===== src/rtl/micro_sequencer_if.sv =====
// Bundle of sequencer inputs (instruction fields, memory handshake) and
// outputs (microstate address, status pulses, cycle counters).
// Handshake: mem_ready is sampled in Fetch/MemRead/MemWrite only; when the
// memory wait is enabled and mem_ready=0 the sequencer stays in that state
// for the cycle, and the access completes in the cycle mem_ready=1 is seen.
interface micro_sequencer_if #(
  parameter int CYC_W = 4
);
  logic [1:0]       Op;
  logic [5:0]       Funct;
  logic             mem_ready;
  logic [3:0]       adr;
  logic             instr_done;
  logic             illegal;
  logic [CYC_W-1:0] last_cycles;
  logic [CYC_W-1:0] stall_count;
  // Latched instruction fields, visible for checkers
  logic [1:0]       dbg_op;
  logic [5:0]       dbg_funct;

  modport master (
    output Op, Funct, mem_ready,
    input  adr, instr_done, illegal, last_cycles, stall_count, dbg_op, dbg_funct
  );

  modport slave (
    input  Op, Funct, mem_ready,
    output adr, instr_done, illegal, last_cycles, stall_count, dbg_op, dbg_funct
  );
endinterface


===== src/rtl/micro_sequencer.sv =====
// Next-address generator for the multicycle microprogrammed controller.
// Holds the microstate (which is also the control-memory address), picks the
// next state from Op/Funct and memory wait states, and reports instruction
// retirement, illegal opcodes, instruction cycle counts and wait counts.
module micro_sequencer #(
  parameter bit MEM_WAIT = 1'b1,
  parameter int CYC_W    = 4
) (
  input logic              clk,
  input logic              reset,
  micro_sequencer_if.slave bus
);

  typedef enum logic [3:0] {
    S_FETCH    = 4'd0,
    S_DECODE   = 4'd1,
    S_MEMADR   = 4'd2,
    S_MEMREAD  = 4'd3,
    S_MEMWRITE = 4'd4,
    S_MEMWB    = 4'd5,
    S_EXECR    = 4'd6,
    S_EXECI    = 4'd7,
    S_ALUWB    = 4'd8,
    S_BRANCH   = 4'd9
  } state_t;

  localparam logic [CYC_W-1:0] CNT_MAX = '1;
  localparam logic [CYC_W-1:0] CNT_ONE = CYC_W'(1);

  state_t           state, next_state;
  logic [1:0]       op_q;
  logic [5:0]       funct_q;
  logic [CYC_W-1:0] cyc_cnt;      // cycles finished so far in this instruction
  logic [CYC_W-1:0] cyc_now;      // count including the current cycle
  logic [CYC_W-1:0] stall_q;
  logic [CYC_W-1:0] last_q;
  logic             mem_wait;
  logic             stall_cyc;
  logic             ill_dec;
  logic             retire;
  logic             leave;

  assign mem_wait = MEM_WAIT && !bus.mem_ready;
  assign cyc_now  = (cyc_cnt == CNT_MAX) ? cyc_cnt : cyc_cnt + CNT_ONE;

  // Next-state decode, wait detection and illegal-opcode detection
  always_comb begin
    next_state = S_FETCH;
    stall_cyc  = 1'b0;
    ill_dec    = 1'b0;
    case (state)
      S_FETCH: begin
        if (mem_wait) begin
          next_state = S_FETCH;
          stall_cyc  = 1'b1;
        end else begin
          next_state = S_DECODE;
        end
      end
      S_DECODE: begin
        case (bus.Op)
          2'b01:   next_state = S_MEMADR;
          2'b00:   next_state = bus.Funct[5] ? S_EXECI : S_EXECR;
          2'b10:   next_state = S_BRANCH;
          default: begin
            next_state = S_FETCH;
            ill_dec    = 1'b1;
          end
        endcase
      end
      // Uses the L bit captured in Decode, not the live Funct input
      S_MEMADR:  next_state = funct_q[0] ? S_MEMREAD : S_MEMWRITE;
      S_MEMREAD: begin
        if (mem_wait) begin
          next_state = S_MEMREAD;
          stall_cyc  = 1'b1;
        end else begin
          next_state = S_MEMWB;
        end
      end
      S_MEMWRITE: begin
        if (mem_wait) begin
          next_state = S_MEMWRITE;
          stall_cyc  = 1'b1;
        end else begin
          next_state = S_FETCH;
        end
      end
      S_EXECR, S_EXECI:          next_state = S_ALUWB;
      S_MEMWB, S_ALUWB, S_BRANCH: next_state = S_FETCH;
      default:                   next_state = S_FETCH;
    endcase
  end

  // Leaving any non-Fetch state into Fetch ends the instruction; only the
  // genuine final states count as a retirement (not illegal or bad codes).
  assign leave  = (state != S_FETCH) && (next_state == S_FETCH);
  assign retire = !reset && (next_state == S_FETCH) &&
                  ((state == S_MEMWRITE) || (state == S_MEMWB) ||
                   (state == S_ALUWB) || (state == S_BRANCH));

  // State register, field latches and cycle/stall counters
  always_ff @(posedge clk) begin
    if (reset) begin
      state   <= S_FETCH;
      op_q    <= '0;
      funct_q <= '0;
      cyc_cnt <= '0;
      stall_q <= '0;
      last_q  <= '0;
    end else begin
      state <= next_state;
      if (state == S_DECODE) begin
        op_q    <= bus.Op;
        funct_q <= bus.Funct;
      end
      if (leave) begin
        cyc_cnt <= '0;
        stall_q <= '0;
      end else begin
        cyc_cnt <= cyc_now;
        if (stall_cyc && (stall_q != CNT_MAX)) begin
          stall_q <= stall_q + CNT_ONE;
        end
      end
      if (retire) begin
        last_q <= cyc_now;
      end
    end
  end

  assign bus.adr         = state;
  assign bus.instr_done  = retire;
  assign bus.illegal     = ill_dec && !reset;
  assign bus.last_cycles = last_q;
  assign bus.stall_count = stall_q;
  assign bus.dbg_op      = op_q;
  assign bus.dbg_funct   = funct_q;

endmodule


===== src/flat_wrapper.sv =====
// flat-port wrapper written by rule: the top's interface ports become plain ports
module micro_sequencer_flat 
#(
  parameter bit MEM_WAIT = 1'b1,
  parameter int CYC_W    = 4
)
  (clk, reset, bus_Op, bus_Funct, bus_mem_ready, bus_adr, bus_instr_done, bus_illegal, bus_last_cycles, bus_stall_count, bus_dbg_op, bus_dbg_funct);
  micro_sequencer_if #(.CYC_W(CYC_W)) bus_i ();
  input logic clk;
  input logic reset;
  input wire logic [$bits(bus_i.Op)-1:0] bus_Op;
  input wire logic [$bits(bus_i.Funct)-1:0] bus_Funct;
  input wire logic [$bits(bus_i.mem_ready)-1:0] bus_mem_ready;
  output wire logic [$bits(bus_i.adr)-1:0] bus_adr;
  output wire logic [$bits(bus_i.instr_done)-1:0] bus_instr_done;
  output wire logic [$bits(bus_i.illegal)-1:0] bus_illegal;
  output wire logic [$bits(bus_i.last_cycles)-1:0] bus_last_cycles;
  output wire logic [$bits(bus_i.stall_count)-1:0] bus_stall_count;
  output wire logic [$bits(bus_i.dbg_op)-1:0] bus_dbg_op;
  output wire logic [$bits(bus_i.dbg_funct)-1:0] bus_dbg_funct;
  assign bus_i.Op = bus_Op;
  assign bus_i.Funct = bus_Funct;
  assign bus_i.mem_ready = bus_mem_ready;
  assign bus_adr = bus_i.adr;
  assign bus_instr_done = bus_i.instr_done;
  assign bus_illegal = bus_i.illegal;
  assign bus_last_cycles = bus_i.last_cycles;
  assign bus_stall_count = bus_i.stall_count;
  assign bus_dbg_op = bus_i.dbg_op;
  assign bus_dbg_funct = bus_i.dbg_funct;
  micro_sequencer #(.MEM_WAIT(MEM_WAIT), .CYC_W(CYC_W)) u_core (.clk(clk), .reset(reset), .bus(bus_i));
endmodule

===== config.mk =====
export PLATFORM = sky130hd
export DESIGN_NAME = micro_sequencer_flat
export DESIGN_NICKNAME = d
export VERILOG_FILES = /design/src/rtl/micro_sequencer_if.sv /design/src/rtl/micro_sequencer.sv /design/src/flat_wrapper.sv
export SDC_FILE = /design/constraint.sdc
export NUM_CORES = 1
export LEC_CHECK = 0
export ABC_AREA = 1
export CAP_MARGIN = 15
export CORE_UTILIZATION = 46
export CTS_CLUSTER_SIZE = 10
export DETAILED_ROUTE_END_ITERATION = 8
export GPL_TIMING_DRIVEN = 0
export PLACE_DENSITY = 0.84
export SKIP_CTS_REPAIR_TIMING = 1
export SYNTH_ARGS = -nofsm -noshare
export SYNTH_HDL_FRONTEND = slang
export SYNTH_SLANG_ARGS = --single-unit

===== constraint.sdc =====
create_clock -name clk -period 2.1 [get_ports clk]
set_clock_uncertainty 0.1 [all_clocks]
set_input_delay 0.42 -clock clk [delete_from_list [all_inputs] [get_ports clk]]
set_output_delay 0.42 -clock clk [all_outputs]
set_load 0.005 [all_outputs]

==> reports/summary.txt, run 1 <==
Crit path capture type -> output port
Comb pwr share -> 27.9%
CP Class -> reg2out
Fill cells -> 155
CORE AREA -> 2297 µm²
Synth Net Count -> 175
Main combinational cell family by area after synthesis -> simple AND/OR/NAND/NOR gates
Ratio of cells with drive above 1 in the final layout -> 23.11%
Layout net count -> 226
Ys Warns -> 0
Die ar. -> 2715 µm²
Status -> complete, but fails checks
Top-Level Pins -> 33
Worst-Skew Late Latency -> 0.32 ns
Data arrival, critical path -> 1.60 ns
Slew Limit Fails -> 0
RSZ-0062 raised after global routing -> true
Tot GR Track Use -> 21.89%
Antenna diodes -> 0
CTS tree -> built
CP max stage delay -> 0.40 ns
Failing checks -> setup timing
Post-synth top area share -> 41.60%
Vias per cell -> 5.083
Mapped Cells -> 162
Worst-Margin Slew -> 0.4070 ns
Routed wire per std cell -> 12.46 µm
P_int -> 751.6 µW
Slowest-stage cell, CP -> dfxtp_4
Register area share after synthesis -> 41.60%
Drt first pass iters -> 4
Clk slew on worst S/H paths -> 0.13 ns
Mux share of post-synthesis cell area -> 0.8667%
Total gr overflow -> 0
Post-synthesis simple-gate area fraction -> 33.15%
CP required -> 1.58 ns
Max-Cap Viols -> 0
First-pass GRT wire length -> 4374 µm
Total vias in the final route -> 1220
DRT Wirelength -> 2990 µm
Min Hold Slack -> 0.2859 ns
VDD IR max -> 0.0003967 V
Post-Layout Inst Area -> 1735 µm²
Max Fclk -> 0.4716 GHz
Initial antenna violation count -> 0
H-tree depth -> 1
Initial core utilization -> 50.27%
Share of total power in the clock network -> 22.9%
FF+latch count, synth -> 24
PwrDens -> 616.0 nW/µm²
Post-DRT Antenna Nets -> 0
Count of cell types in the netlist -> 28
Clock period minus worst slack -> 2.120 ns
Synth Area in XOR/XNOR -> 3.034%
Storage cell area -> 495.5 µm²
Area Growth Syn to Fin -> 50.27%
Drt first-iter violations -> 54
Post-detail-place hpwl -> 1972 µm
Clock root buffer -> clkbuf_4
Clock buffer count from CTS -> 3
Die width -> 52.11 µm
Sw frac -> 29.70%
Area after DPL -> 1510 µm²
Gpl congestion -> 0.8950
Number of remaining DRC errors -> 0
Top cells by area, synth -> dfxtp_1 (42%), nor2_1 (9.4%), inv_1 (7.5%)
Total Power -> 1069 µW
Syn_area_per_cell -> 7.129 µm²
Synth Area in Adders -> 2.167%
Dominant cell type by area after synthesis -> dfxtp_1
# setup viols final -> 1
Crit path cell chain -> inv_1, nand2_2, nor2_2, nand3_1, nand2_2, nor2_4, nand3_4, inv_1, clkbuf_2
Multi-input logic area -> 626.9 µm²
Synth Area in Compound Gates -> 10.29%
Die span in y -> 52.11 µm
Max clock buf depth -> 2
Port buffer count -> 32
Non-filler instance count after layout -> 240
Placed cell count -> 222
Placement row count -> 17
Final Hold Viols -> 0
Period utilisation layout -> 101.0%
Mapped Area -> 1155 µm²
Sink Count -> 24
Leakage -> 0.0008132 µW
Pin count of the biggest net entering global routing -> 14
Slew headroom -> 72.87%
HP Class -> in2reg
Sequential power share -> 49.2%
R2R Setup Slk -> 0.37 ns
Net switching power -> 317.5 µW
Setup slack after layout -> -0.02044 ns
Critical Path Fanout Max -> 5
Startpoint Class -> flip-flop
Vias in the first global route -> 1042
Worst Path Buf+Inv -> 3
Top delay family on crit path -> simple AND/OR/NAND/NOR gates
[through the flow]
stage | setup WS [ns] | util [%] | setup TNS [ns]
2_1_floorplan | 0.4635 | - | 0
3_3_place_gp | -0.6496 | 65.74 | -0.9192
3_5_place_dp | -0.7054 | 65.74 | -1.226
4_1_cts | -0.6955 | 67.32 | -1.133
5_1_grt | -0.1694 | 75.54 | -0.1694
6_report | -0.02044 | 75.54 | -0.02044
[cell usage after synthesis, drive strengths merged]
master  instances
a211oi          1
or2             3
xnor2           2
buf             1
clkbuf          1
a21oi           7
mux2i           1
nand3b          1
nor3            1
o21ai          10
inv            25
o211ai          1
o21a            1
nor2           32
nand2          25
nand4           3
nor4            1
dfxtp          24
nand3          18
xor2            2
ha              2
[power groups by stage]
stage          Sequential (µW)  Combinational (µW)  Clock, µW
2_1_floorplan              533                 136          0
3_3_place_gp               532                 237          0
3_5_place_dp               536                 246          0
4_1_cts                    526                 246        250
5_1_grt                    530                 334        270
6_report                   526                 298        245
[area by class of cell]
type	count	share of cell area, %
tap	28	2.019
sequential	24	28.55
buffer	2	0.5047
multi-input combinational	111	36.12
clock buffer	4	2.091
inverter	25	5.407
timing repair buffer	46	25.31
[logic make-up after synthesis]
kind of cell / after synthesis
buffers and inverters: 27
AO/OA/AOI/OAI: 20
adder cells (fa/ha/maj): 2
flip-flops: 24
AND/OR/NAND/NOR: 84
XOR/XNOR: 4
multiplexers: 1
[tightest hold or removal path, stage by stage]
cell and delay (ns):
dlymetal6s2s_1 0.13, nand2_1 0.07, a21oi_1 0.05
[layer usage]
metal	vias up	share of wire [%]	GRT usage [%]
met3	5	4.7	2.924
met4	0	1.6	10.81
li1	616	-	-
met1	564	43	27.11
met2	35	50	36.75
met5	-	0	0
[sequential cells by signal (all words and copies together), names as in the netlist]
signal and count:
u_core.bus.adr 4, u_core.bus.dbg_funct 6, u_core.bus.last_cycles 4, u_core.bus.stall_count 4, u_core.cyc_cnt 4, u_core.bus.dbg_op 2
[path summary, 6_finish.rpt]
check / from / end / cells after the start
hold reg to reg: u_core.bus.dbg_funct[5]$_SDFFE_PP0P_ / u_core.bus.dbg_funct[5]$_SDFFE_PP0P_ / 2
hold / removal: bus_Funct[5] / u_core.bus.dbg_funct[5]$_SDFFE_PP0P_ / 3
setup reg to reg: u_core.bus.adr[3]$_SDFF_PP0_ / u_core.bus.last_cycles[2]$_SDFFE_PP0P_ / 11
setup / recovery: u_core.bus.adr[3]$_SDFF_PP0_ / bus_instr_done / 9
[placed cells by master, fill, tap and decap left out, drive strengths merged]
| master | netlist | final |
|---|---|---|
| a211oi | 1 | 1 |
| a21oi | 7 | 7 |
| buf | 1 | 15 |
| clkbuf | 1 | 6 |
| clkdlybuf4s50 | 0 | 25 |
| dfxtp | 24 | 24 |
| dlymetal6s2s | 0 | 6 |
| ha | 2 | 2 |
| inv | 25 | 25 |
| mux2i | 1 | 1 |
| nand2 | 25 | 25 |
| nand3 | 18 | 18 |
| nand3b | 1 | 1 |
| nand4 | 3 | 3 |
| nor2 | 32 | 32 |
| nor3 | 1 | 1 |
| nor4 | 1 | 1 |
| o211ai | 1 | 1 |
| o21a | 1 | 1 |
| o21ai | 10 | 10 |
| or2 | 3 | 3 |
| xnor2 | 2 | 2 |
| xor2 | 2 | 2 |
Power figures use the tool's default switching activity.
==> inputs of run 2 (changes only) <==
--- a/config.mk
+++ b/config.mk
@@ -12,6 +12,8 @@
 export DETAILED_ROUTE_END_ITERATION = 8
 export GPL_TIMING_DRIVEN = 0
 export PLACE_DENSITY = 0.84
+export RECOVER_POWER = 100
+export SETUP_SLACK_MARGIN = 0.3
 export SKIP_CTS_REPAIR_TIMING = 1
 export SYNTH_ARGS = -nofsm -noshare
 export SYNTH_HDL_FRONTEND = slang
==> reports/summary.txt, run 2 (synthesis results as in run 1) <==
Data arrival, critical path -> 1.58 ns (was 1.60 ns)
Total vias in the final route -> 1233 (was 1220)
Port buffer count -> 32 (unchanged)
Slew Limit Fails -> 0 (unchanged)
Reg2reg path depth -> 10 (was 11)
CP required -> 1.58 ns (about the same)
Max reg flops -> 6 (unchanged)
Worst-Skew Late Latency -> 0.31 ns (was 0.32 ns)
Vias in the first global route -> 1042 (unchanged)
Clock root buffer -> clkbuf_4 (unchanged)
Setup slack after layout -> -0.004121 ns (was -0.02044 ns)
H-tree depth -> 1 (unchanged)
Worst setup path startpoint -> u_core.bus.adr[2]$_SDFF_PP0_ (was u_core.bus.adr[3]$_SDFF_PP0_)
Global Route met3 Usage -> 2.924% (unchanged)
Setup_tns -> -0.004121 ns (was -0.02044 ns)
Slew headroom -> 69.61% (was 72.87%)
Final Hold Viols -> 0 (unchanged)
Initial core utilization -> 50.27% (unchanged)
Routed wire per std cell -> 13.05 µm (was 12.46 µm)
Layout net count -> 229 (was 226)
Die width -> 52.11 µm (unchanged)
RR Startpoint -> u_core.bus.adr[2]$_SDFF_PP0_ (was u_core.bus.adr[3]$_SDFF_PP0_)
# setup viols final -> 1 (unchanged)
Top-Level Pins -> 33 (unchanged)
Period utilisation layout -> 100.2% (was 101.0%)
Met1 usage -> 27.11% (unchanged)
Clock buffer count from CTS -> 3 (unchanged)
Max-Cap Viols -> 0 (unchanged)
Worst-Margin Slew -> 0.4558 ns (was 0.4070 ns)
Sink Count -> 24 (unchanged)
Placement row count -> 17 (unchanged)
Die span in y -> 52.11 µm (unchanged)
Crit path capture -> bus_instr_done (unchanged)
Vias per cell -> 5.074 (was 5.083)
Drt first-iter violations -> 45 (was 54)
Commonest non-fill, non-tap cells in the layout -> nor2_1 (27), clkdlybuf4s50_1 (23), nand2_1 (18) (was nor2_1 (27), clkdlybuf4s50_1 (25), dfxtp_1 (20))
Post-DRT Antenna Nets -> 0 (unchanged)
Gpl congestion -> 0.8950 (unchanged)
Status -> complete, but fails checks (unchanged)
Max Fclk -> 0.4753 GHz (was 0.4716 GHz)
Die ar. -> 2715 µm² (unchanged)
RSZ-0062 raised after global routing -> true (unchanged)
Initial antenna violation count -> 0 (unchanged)
Gr busiest metal -> met2 (unchanged)
Leakage -> 0.0008435 µW (was 0.0008132 µW)
Drt first pass iters -> 4 (unchanged)
Number of remaining DRC errors -> 0 (unchanged)
DRT Wirelength -> 3171 µm (was 2990 µm)
Min Hold Slack -> 0.2864 ns (was 0.2859 ns)
VDD IR max -> 0.0004299 V (was 0.0003967 V)
Tot GR Track Use -> 21.89% (unchanged)
HP Class -> in2reg (unchanged)
Clk slew on worst S/H paths -> 0.13 ns (about the same)
Post-detail-place hpwl -> 1972 µm (unchanged)
Clock period minus worst slack -> 2.104 ns (was 2.120 ns)
Commonest non-fill, non-tap cell in the layout -> nor2_1 (unchanged)
Antenna diodes -> 0 (unchanged)
Area Growth Syn to Fin -> 53.09% (was 50.27%)
FF-to-FF End -> u_core.bus.last_cycles[2]$_SDFFE_PP0P_ (unchanged)
PwrDens -> 615.6 nW/µm² (was 616.0 nW/µm²)
Startpoint Class -> flip-flop (unchanged)
Failing checks -> setup timing (unchanged)
Met2 usage -> 36.75% (unchanged)
CTS tree -> built (unchanged)
Max clock buf depth -> 2 (unchanged)
First-pass GRT wire length -> 4374 µm (unchanged)
Pin count of the biggest net entering global routing -> 14 (unchanged)
Critical Path Fanout Max -> 6 (was 5)
R2R Setup Slk -> 0.34 ns (was 0.37 ns)
Ratio of cells with drive above 1 in the final layout -> 26.98% (was 23.11%)
Total gr overflow -> 0 (unchanged)
CP Class -> reg2out (unchanged)
Crit path capture type -> output port (unchanged)
CORE AREA -> 2297 µm² (unchanged)
-- run 2: changes by cell type in the layout (fill, tap and decap cells not counted), moves of 2 or more --
cell	before	now
buf_4	13	15
clkdlybuf4s50_1	25	23
dfxtp_2	0	3
inv_2	6	8
inv_1	19	17
dfxtp_1	20	17
-- run 2: layout make-up --
type	count	area [µm²]
Buffer	2	8.758
Clock buffer	4	36.28
Fill cell	157	529.3
Inverter	25	93.84
Multi-Input combinational cell	111	631.9
Sequential cell	24	499.2
Tap cell	28	35.03
Timing Repair Buffer	49	462.9
-- run 2: where the power goes --
part	internal, µW	switching [µW]	leakage, µW
logic	163	151	0.000622
clock network	106	141	0.0000210
registers	492	35.6	0.000200
total	761	328	0.000843
-- run 2: how the worst min path moves through the flow --
stage	startpoint	endpoint	slack [ns]	depth (start not counted)
6_report	bus_Funct[5]	u_core.bus.dbg_funct[5]$_SDFFE_PP0P_	0.29	3
5_1_grt	bus_Funct[5]	u_core.bus.dbg_funct[5]$_SDFFE_PP0P_	0.28	3
4_1_cts	u_core.bus.dbg_funct[5]$_SDFFE_PP0P_	u_core.bus.dbg_funct[5]$_SDFFE_PP0P_	0.37	2
3_5_place_dp	u_core.bus.dbg_funct[5]$_SDFFE_PP0P_	u_core.bus.dbg_funct[5]$_SDFFE_PP0P_	0.36	2
3_3_place_gp	u_core.bus.dbg_funct[5]$_SDFFE_PP0P_	u_core.bus.dbg_funct[5]$_SDFFE_PP0P_	0.35	2
2_1_floorplan	u_core.bus.dbg_funct[5]$_SDFFE_PP0P_	u_core.bus.dbg_funct[5]$_SDFFE_PP0P_	0.36	2
-- run 2: metal layers --
metal  part of all wire [%]  vias up
met2                     50       37
met4                    1.3        0
met5                      0        -
met1                     44      565
met3                    4.4        5
li1                       -      626
-- run 2: worst max-delay path, cell delays in order (launching register included) --
cell and delay [ns]:
dfxtp_4 0.40, nor2_4 0.20, buf_6 0.14, nand3_2 0.07, nand2_2 0.08, inv_2 0.05, nand2_2 0.07, nor2_4 0.05
nand3_4 0.08, inv_2 0.04, clkbuf_2 0.10
-- run 2: metrics by stage --
step	power, µW	cells	utilization [%]	worst slack [ns]	area (µm²)
floorplan	668.1	162	-	0.4635	1155
global placement	768.8	222	65.74	-0.6496	1510
detailed placement	781.2	222	65.74	-0.7054	1510
CTS	1022	226	67.32	-0.6955	1546
global route	1148	243	76.96	-0.1333	1768
finish	1088	243	76.96	-0.004121	1768
==> inputs of run 3 (changes only) <==
--- a/config.mk
+++ b/config.mk
@@ -6,14 +6,14 @@
 export NUM_CORES = 1
 export LEC_CHECK = 0
 export ABC_AREA = 1
-export CAP_MARGIN = 15
+export CAP_MARGIN = 10
 export CORE_UTILIZATION = 46
 export CTS_CLUSTER_SIZE = 10
 export DETAILED_ROUTE_END_ITERATION = 8
 export GPL_TIMING_DRIVEN = 0
 export PLACE_DENSITY = 0.84
 export RECOVER_POWER = 100
-export SETUP_SLACK_MARGIN = 0.3
+export SETUP_SLACK_MARGIN = 0.2
 export SKIP_CTS_REPAIR_TIMING = 1
 export SYNTH_ARGS = -nofsm -noshare
 export SYNTH_HDL_FRONTEND = slang
==> reports/summary.txt, run 3 (synthesis results as in run 1) <==
Sink Count -> 24 (unchanged)
Area Growth Syn to Fin -> 52.98% (was 53.09%)
Critical Path Fanout Max -> 5 (was 6)
Top delay family on crit path -> simple AND/OR/NAND/NOR gates (unchanged)
Period utilisation layout -> 100.9% (was 100.2%)
Commonest non-fill, non-tap cells in the layout -> nor2_1 (27), clkdlybuf4s50_1 (25), dfxtp_1 (20) (was nor2_1 (27), clkdlybuf4s50_1 (23), nand2_1 (18))
Die ar. -> 2715 µm² (unchanged)
Startpoint Class -> flip-flop (unchanged)
Placement row count -> 17 (unchanged)
Total vias in the final route -> 1277 (was 1233)
Die width -> 52.11 µm (unchanged)
PwrDens -> 614.6 nW/µm² (was 615.6 nW/µm²)
Slew headroom -> 67.22% (was 69.61%)
Clock period minus worst slack -> 2.119 ns (was 2.104 ns)
Post-detail-place hpwl -> 1972 µm (unchanged)
Top-Level Pins -> 33 (unchanged)
Crit path cell chain -> inv_1, nand2_2, nor2_2, nand3_1, nand2_2, nor2_4, nand3_4, inv_2, clkbuf_2 (was nor2_4, buf_6, nand3_2, nand2_2, inv_2, nand2_2, nor2_4, nand3_4, inv_2, clkbuf_2)
Drt first pass iters -> 6 (was 4)
Max-Cap Viols -> 0 (unchanged)
Setup slack after layout -> -0.01860 ns (was -0.004121 ns)
Placed cell count -> 222 (unchanged)
First-pass GRT wire length -> 4374 µm (unchanged)
Initial antenna violation count -> 0 (unchanged)
RSZ-0062 raised after global routing -> true (unchanged)
Failing checks -> setup timing (unchanged)
Met2 WL post-DR -> 1648 µm (was 1595 µm)
Slew Limit Fails -> 0 (unchanged)
Top layer in use -> met4 (unchanged)
Clock root buffer -> clkbuf_4 (unchanged)
Area after DPL -> 1510 µm² (unchanged)
Routed met3 length -> 167 µm (was 138 µm)
Post-DRT Antenna Nets -> 0 (unchanged)
Slowest-stage cell, CP -> dfxtp_4 (unchanged)
DRT Wirelength -> 3204 µm (was 3171 µm)
Post-Layout Inst Area -> 1767 µm² (was 1768 µm²)
Worst-Margin Slew -> 0.4880 ns (was 0.4558 ns)
Non-filler instance count after layout -> 243 (unchanged)
H-tree depth -> 1 (unchanged)
Die span in y -> 52.11 µm (unchanged)
CP max stage delay -> 0.40 ns (about the same)
Status -> complete, but fails checks (unchanged)
CP required -> 1.58 ns (about the same)
Commonest non-fill, non-tap cell in the layout -> nor2_1 (unchanged)
Max Fclk -> 0.4720 GHz (was 0.4753 GHz)
HP Class -> in2reg (unchanged)
Port buffer count -> 32 (unchanged)
Pin count of the biggest net entering global routing -> 14 (unchanged)
Wl on met1 -> 1349 µm (was 1394 µm)
Setup_tns -> -0.01860 ns (was -0.004121 ns)
Total gr overflow -> 0 (unchanged)
Data arrival, critical path -> 1.60 ns (was 1.58 ns)
Gpl congestion -> 0.8950 (unchanged)
Drt first-iter violations -> 39 (was 45)
Final core utilization -> 76.91% (was 76.96%)
Worst Path Buf+Inv -> 3 (was 4)
# setup viols final -> 1 (unchanged)
Routed wire per std cell -> 13.19 µm (was 13.05 µm)
Ratio of cells with drive above 1 in the final layout -> 24.65% (was 26.98%)
Crit path top cell by count -> nand2_2
Leakage -> 0.0008273 µW (was 0.0008435 µW)
Vias per cell -> 5.255 (was 5.074)
Antenna diodes -> 0 (unchanged)
Number of remaining DRC errors -> 0 (unchanged)
CTS tree -> built (unchanged)
VDD IR max -> 0.0004398 V (was 0.0004299 V)
Clk slew on worst S/H paths -> 0.13 ns (about the same)
CORE AREA -> 2297 µm² (unchanged)
Vias in the first global route -> 1042 (unchanged)
Tot GR Track Use -> 21.89% (unchanged)
Max clock buf depth -> 2 (unchanged)
R2R Setup Slk -> 0.34 ns (about the same)
Worst-Skew Late Latency -> 0.31 ns (about the same)
Layout net count -> 229 (unchanged)
Initial core utilization -> 50.27% (unchanged)
Crit path capture type -> output port (unchanged)
Max reg flops -> 6 (unchanged)
CP Class -> reg2out (unchanged)
Clock buffer count from CTS -> 3 (unchanged)
Final Hold Viols -> 0 (unchanged)
[run 3: final timing paths]
path	start	cells past startpoint	endpoint
hold / removal	bus_Funct[5]	3	u_core.bus.dbg_funct[5]$_SDFFE_PP0P_
hold reg to reg	u_core.bus.last_cycles[0]$_SDFFE_PP0P_	2	u_core.bus.last_cycles[0]$_SDFFE_PP0P_
setup / recovery	u_core.bus.adr[3]$_SDFF_PP0_	9	bus_instr_done
setup reg to reg	u_core.bus.adr[3]$_SDFF_PP0_	11	u_core.bus.last_cycles[2]$_SDFFE_PP0P_
[run 3: tightest hold or removal path: stages]
cell	delay (ns)
dlymetal6s2s_1	0.13
nand2_1	0.07
a21oi_1	0.05
[run 3: cell type report]
cell class,instances,area (µm²)
plain buffers,2,8.758
clock buffers,4,36.28
fillers,149,530.5
inverters,25,93.84
multi-input cells,111,631.9
flip-flops and latches,24,495.5
well taps,28,35.03
repair buffers,49,465.4
[run 3: per-stage QoR]
| step | hold slack (ns) | setup slack [ns] | total power [µW] |
|---|---|---|---|
| final | 0.2880 | -0.01860 | 1086 |
| after global routing | 0.2826 | -0.1526 | 1146 |
| after CTS | 0.3745 | -0.6955 | 1022 |
| after detailed placement | 0.3552 | -0.7054 | 781.2 |
| after global placement | 0.3532 | -0.6496 | 768.8 |
| after floorplan | 0.3557 | 0.4635 | 668.1 |
[run 3: routing by layer]
layer	vias up	track usage, %
met4	0	10.81
met5	-	0
met2	47	36.75
li1	624	-
met3	4	2.924
met1	602	27.11
[run 3: power breakdown]
part | switching [µW] | internal, µW
logic | 152 | 162
registers | 35.5 | 491
clock network | 139 | 106
